--- src/rtl/seq_detect_pkg.sv ---
// rtl/seq_detect_pkg.sv - shared limits, context type and round-robin pick for seq_detect_arbiter
package seq_detect_pkg;

  localparam int NCH_MAX    = 8;
  localparam int PAT_W_MAX  = 8;
  localparam int PTR_MAX_W  = $clog2(NCH_MAX);
  localparam int FILL_MAX_W = $clog2(PAT_W_MAX + 1);

  typedef struct packed {
    logic [PAT_W_MAX-1:0]  hist;
    logic [FILL_MAX_W-1:0] fill;
  } ch_ctx_t;

  // First set bit of req_mask at or after ptr, wrapping; unused upper mask bits must be zero
  function automatic logic [NCH_MAX-1:0] rr_pick(input logic [NCH_MAX-1:0]   req_mask,
                                                 input logic [PTR_MAX_W-1:0] ptr);
    logic [NCH_MAX-1:0]   pick;
    logic                 found;
    logic [PTR_MAX_W-1:0] idx;
    pick  = '0;
    found = 1'b0;
    for (int i = 0; i < NCH_MAX; i++) begin
      idx = ptr + PTR_MAX_W'(i);
      if (!found && req_mask[idx]) begin
        pick[idx] = 1'b1;
        found     = 1'b1;
      end
    end
    return pick;
  endfunction

endpackage

--- src/rtl/pattern_match_core.sv ---
// rtl/pattern_match_core.sv - combinational window step and hit detect; OVERLAP_EN keeps the window on a hit
module pattern_match_core #(
  parameter int             PAT_W   = 4,
  parameter logic [PAT_W-1:0] PATTERN = 4'b1010,
  parameter int             FILL_W  = $clog2(PAT_W + 1)
) (
  input  logic [PAT_W-2:0]  hist_i,
  input  logic [FILL_W-1:0] fill_i,
  input  logic              bit_i,
  output logic [PAT_W-2:0]  new_hist_o,
  output logic [FILL_W-1:0] new_fill_o,
  output logic              hit_o
);

  // The oldest window bit is shifted out on every consume, so only the newest
  // PAT_W-1 bits are carried between grants; the full window exists only here.
  logic [PAT_W-1:0]  window;
  logic [FILL_W-1:0] fill_inc;

  // Shift in the new bit, saturate the fill count and compare against the pattern
  always_comb begin
    window   = {hist_i, bit_i};
    fill_inc = (fill_i == FILL_W'(PAT_W)) ? fill_i : fill_i + FILL_W'(1);
    hit_o    = (fill_inc == FILL_W'(PAT_W)) && (window == PATTERN);
`ifdef OVERLAP_EN
    new_hist_o = window[PAT_W-2:0];
    new_fill_o = hit_o ? FILL_W'(PAT_W - 1) : fill_inc;
`else
    new_hist_o = hit_o ? '0 : window[PAT_W-2:0];
    new_fill_o = hit_o ? '0 : fill_inc;
`endif
  end

endmodule

--- src/rtl/seq_detect_arbiter.sv ---
// rtl/seq_detect_arbiter.sv - round-robin shared serial pattern matcher with per-channel saved context
module seq_detect_arbiter
  import seq_detect_pkg::*;
#(
  parameter int               NCH     = 4,
  parameter int               PAT_W   = 4,
  parameter logic [PAT_W-1:0] PATTERN = 4'b1010
) (
  input  logic                   clk,
  input  logic                   reset,
  input  logic [NCH-1:0]         ch_en,
  input  logic [NCH-1:0]         req,
  input  logic [NCH-1:0]         bit_in,
  output logic [NCH-1:0]         gnt,
  output logic                   match,
  output logic [$clog2(NCH)-1:0] match_ch,
  output logic                   busy
);

  localparam int CH_W   = $clog2(NCH);
  localparam int FILL_W = $clog2(PAT_W + 1);

  logic [CH_W-1:0]    rr_ptr_q, rr_ptr_d;
  logic [PAT_W-2:0]   hist_q [NCH];
  logic [PAT_W-2:0]   hist_d [NCH];
  logic [FILL_W-1:0]  fill_q [NCH];
  logic [FILL_W-1:0]  fill_d [NCH];
  logic               match_q, match_d;
  logic [CH_W-1:0]    match_ch_q, match_ch_d;
  logic               busy_q, busy_d;

  logic [NCH-1:0]     eligible;
  logic [NCH_MAX-1:0] pick;
  logic               gnt_any;
  logic [CH_W-1:0]    gnt_idx;
  logic [PAT_W-2:0]   core_hist;
  logic [FILL_W-1:0]  core_fill;
  logic               core_hit;

  // Eligibility and round-robin pick; grant is held low while reset is asserted
  always_comb begin
    eligible = req & ch_en & {NCH{~reset}};
    pick     = rr_pick(NCH_MAX'(eligible), PTR_MAX_W'(rr_ptr_q));
    gnt      = pick[NCH-1:0];
    gnt_any  = |pick;
    gnt_idx  = '0;
    for (int i = 0; i < NCH; i++) begin
      if (pick[i]) gnt_idx = CH_W'(i);
    end
  end

  pattern_match_core #(
    .PAT_W  (PAT_W),
    .PATTERN(PATTERN),
    .FILL_W (FILL_W)
  ) u_core (
    .hist_i    (hist_q[gnt_idx]),
    .fill_i    (fill_q[gnt_idx]),
    .bit_i     (bit_in[gnt_idx]),
    .new_hist_o(core_hist),
    .new_fill_o(core_fill),
    .hit_o     (core_hit)
  );

  // Context write-back for the granted channel, disable clears, pointer advance and output pulses
  always_comb begin
    rr_ptr_d   = rr_ptr_q;
    match_d    = 1'b0;
    match_ch_d = '0;
    busy_d     = 1'b0;
    for (int i = 0; i < NCH; i++) begin
      hist_d[i] = hist_q[i];
      fill_d[i] = fill_q[i];
      if (!ch_en[i]) begin
        hist_d[i] = '0;
        fill_d[i] = '0;
      end else if (gnt_any && (gnt_idx == CH_W'(i))) begin
        hist_d[i] = core_hist;
        fill_d[i] = core_fill;
      end
      if (ch_en[i] && (fill_d[i] != '0)) busy_d = 1'b1;
    end
    if (gnt_any) begin
      rr_ptr_d   = (gnt_idx == CH_W'(NCH - 1)) ? '0 : gnt_idx + CH_W'(1);
      match_d    = core_hit;
      match_ch_d = core_hit ? gnt_idx : '0;
    end
  end

  // State registers with asynchronous clear
  always_ff @(posedge clk or posedge reset) begin
    if (reset) begin
      rr_ptr_q   <= '0;
      match_q    <= 1'b0;
      match_ch_q <= '0;
      busy_q     <= 1'b0;
      for (int i = 0; i < NCH; i++) begin
        hist_q[i] <= '0;
        fill_q[i] <= '0;
      end
    end else begin
      rr_ptr_q   <= rr_ptr_d;
      match_q    <= match_d;
      match_ch_q <= match_ch_d;
      busy_q     <= busy_d;
      for (int i = 0; i < NCH; i++) begin
        hist_q[i] <= hist_d[i];
        fill_q[i] <= fill_d[i];
      end
    end
  end

  assign match    = match_q;
  assign match_ch = match_ch_q;
  assign busy     = busy_q;

endmodule
--- config.mk ---
export PLATFORM = sky130hd
export DESIGN_NAME = seq_detect_arbiter
export DESIGN_NICKNAME = d
export VERILOG_FILES = /design/src/rtl/seq_detect_pkg.sv /design/src/rtl/pattern_match_core.sv /design/src/rtl/seq_detect_arbiter.sv
export SDC_FILE = /design/constraint.sdc
export NUM_CORES = 1
export LEC_CHECK = 0
export ABC_AREA = 1
export CAP_MARGIN = 5
export CORE_MARGIN = 2
export CORE_UTILIZATION = 53
export DETAILED_ROUTE_END_ITERATION = 8
export HOLD_SLACK_MARGIN = 0.02
export PLACE_DENSITY = 0.81
export SETUP_SLACK_MARGIN = 0.05
export SLEW_MARGIN = 0
export SYNTH_ARGS = -nofsm -noshare
export SYNTH_HDL_FRONTEND = slang
export SYNTH_SLANG_ARGS = --single-unit
export TNS_END_PERCENT = 50
--- constraint.sdc ---
create_clock -name clk -period 3.4 [get_ports clk]
set_input_delay 0.51 -clock clk [delete_from_list [all_inputs] [get_ports clk]]
set_output_delay 0.51 -clock clk [all_outputs]
set_load 0.05 [all_outputs]
==> impl_metrics.ini <==
[timing]
finalHoldViolCount = 0
skew_ns = 0.0138
tightest_slew_ns = 0.495
final_max_slew_viol_count = 0
hold_slack_ns = 0.398
max_freq_ghz = 0.260
finalSetupViolations = 12
post-route-min-period_ns = 3.85
setup_ws_ns = -0.448
rsz0062_at_grt = yes
fin_tns_setup_ns = -4.27
post-route-period-util_pct = 113
slew_headroom_pct = 66.2

[cts]
cts_buffers = 5
path_clk_slew_ns = 0.07
cts_sinks = 30
clkLatencyLatePin_ns = 0.29
cts_buffer_depth = 2
cts-root-buf = clkbuf_8
cts_tree = done
htreeDepth = 2
postCtsHoldBufs = 0

[setup_path]
start_kind = flop
worstPathArrival_ns = 4.01
path_max_fanout = 8
crit_required_ns = 3.57
end_kind = flop
r2r_cells = 27
worstSetupPathType = reg -> reg
startpoint = rr_ptr_q[0]$_DFFE_PP0P_
r2r_start = rr_ptr_q[0]$_DFFE_PP0P_

[yosys]
synth_area_per_cell_um2 = 7.26
synth-seq-cells = 30
netlist_instances = 343
ys_seq_area_share_pct = 30.2
yosysWarnings = 0
synth.distinct_cells = 32
syn_nets = 370
mappedNetlistArea_um2 = 2490

[die]
chipWidth_um = 72.5
boundaryPins = 22
core_region_area_um2 = 4440
initial_core_util_pct = 56.0
rows = 24
die_h_um = 72.5
die_area_um2 = 5260

[job]
cap_violations = 0

[global_route]
grt_max_degree = 31
grt_pass1_vias = 2998
grt-ovfl-total = 0
grt_pass1_wl_um = 15100
grt_antenna_before_repair = 0
grt_usage_pct = 37.8

[routing]
dr.first_iter.drc_count = 446
viasPerCell = 6.41
drc = 0
totalWireLength_um = 10300
vias = 3268
drtPass1Iterations = 6
ant_nets = 0
wl_per_cell_um = 20.2

[finish]
seqCellArea_um2 = 753
instances_no_fill = 510
syn_to_final_growth_pct = 53.3
nFillCells = 239
num-nets-final = 484
drive_gt1_share_pct = 42.8
antennaDiodeCount = 0
multiInputGateArea_um2 = 1790

[placement]
io_buffers = 21
gp_congestion = 1.02
dpl.cell_count = 487
place_hpwl_um = 6000

[run_status]
status = finished, violations left
violations = setup timing

[worst_hold_path]
hold_path_class = in -> async
[layout by cell type (no fill, tap or decap), types with 2 or more instances in the layout]
master and n:
nand2_4 9, a21oi_2 2, nand4_1 10, o21ai_0 17, o21ai_2 2, inv_2 6, buf_4 83, dfrtp_1 28
clkbuf_8 6, nand2_2 15, buf_12 6, nand3_1 20, dlygate4sd2_1 8, nor2_2 12, a21oi_1 7, nor2_1 25
nand2_1 84, ha_1 11, clkdlybuf4s50_1 8, nand3_2 14, nor2_4 7, dfrtp_2 2, o21ai_1 6, nand3_4 11
ha_4 2, buf_6 4, inv_1 29, inv_4 4, o22ai_1 4
[per-stage QoR]
stage	setup slack, ns	util, %	cell area, um2
finish	-0.448	85.8	3810
global route	-0.579	85.8	3810
CTS	-0.138	83.6	3710
detailed placement	-0.680	77.5	3440
global placement	-0.563	77.5	3440
floorplan	-0.173	-	2590
[state kept, by name, summed over array words and instances (netlist names)]
name and count:
busy 1, hist_q 12, match_ch 2, rr_ptr_q 2, fill_q 12, match 1
[cell type report]
type	count	share of cell area, %
Tap cell	52	1.71
Clock buffer	7	2.26
Timing Repair Buffer	110	24.7
Multi-Input combinational cell	269	46.9
Clock inverter	1	0.131
Inverter	41	4.56
Sequential cell	30	19.7
[routing by layer]
metal | up-vias | track usage [%] | wire (um)
met1 | 1491 | 45.5 | 3540
met5 | - | 0 | 0
met3 | 126 | 8.06 | 1040
li1 | 1360 | - | -
met4 | 0 | 17.9 | 859
met2 | 291 | 64.0 | 4840
[final timing paths]
check,end,slack [ns]
worst max-delay path,busy$_DFF_PP0_,-0.45
worst min-delay path,match$_DFF_PP0_,0.40
worst max register to register,busy$_DFF_PP0_,-0.45
worst min register to register,hist_q[0]$_DFFE_PP0P_,0.50
max in group asynchronous,rr_ptr_q[0]$_DFFE_PP0P_,2.70
min in group clk,hist_q[0]$_DFFE_PP0P_,0.50
[worst max-delay path: stages, from the launching register on]
cell	delay, ns
dfrtp_2	0.41
inv_4	0.06
ha_4	0.34
inv_4	0.06
nand3_4	0.09
nand3_4	0.10
nand3_4	0.12
buf_4	0.14
nor2_4	0.04
nand2_1	0.05
nand2_1	0.08
nor2_2	0.20
nand3_4	0.15
nand2_4	0.13
nand2_8	0.08
o21ai_1	0.20
nand2_2	0.11
ha_4	0.26
a21oi_2	0.11
nand2_1	0.07
nor2_1	0.11
nand3_1	0.09
nor2_2	0.17
nand3_4	0.15
nand3_2	0.13
nand3_2	0.08
nor2_2	0.12
nand2_1	0.07
[cells in the mapped netlist (all sizes together)]
library cell	number	area [um2]
nor2	44	205
buf	3	27.5
nand3b	1	7.51
nor3	3	25.0
nand4	11	83.8
nand2	109	508
o21ai	26	145
a2111oi	1	8.76
dfrtp	30	751
or2	1	6.26
ha	13	163
o2111ai	1	8.76
inv	40	150
nand3	45	315
o22ai	4	25.0
clkinv	1	5.00
a21oi	10	53.8
[what timing repair did]
item | CTS | global route
hold endpoints to repair | 0 | 0
resized for setup | 31 | 25
endpoints found under the setup margin | 13 | 18
buffers inserted | 12 | 4
pin swaps | 36 | 21
[cells by family (layout without fill, tap and decap cells)]
| kind of cell | after synthesis | count (layout) | synth area share (%) |
|---|---|---|---|
| simple gates | 214 | 214 | 46.3 |
| fa+ha+maj | 13 | 13 | 6.54 |
| buf+inv | 44 | 159 | 7.34 |
| compound gates | 42 | 42 | 9.70 |
| flops | 30 | 30 | 30.2 |
Power is left out: the tool's default activity adds up to more than one toggle a clock period on the data nets, which glitch-free logic cannot reach.
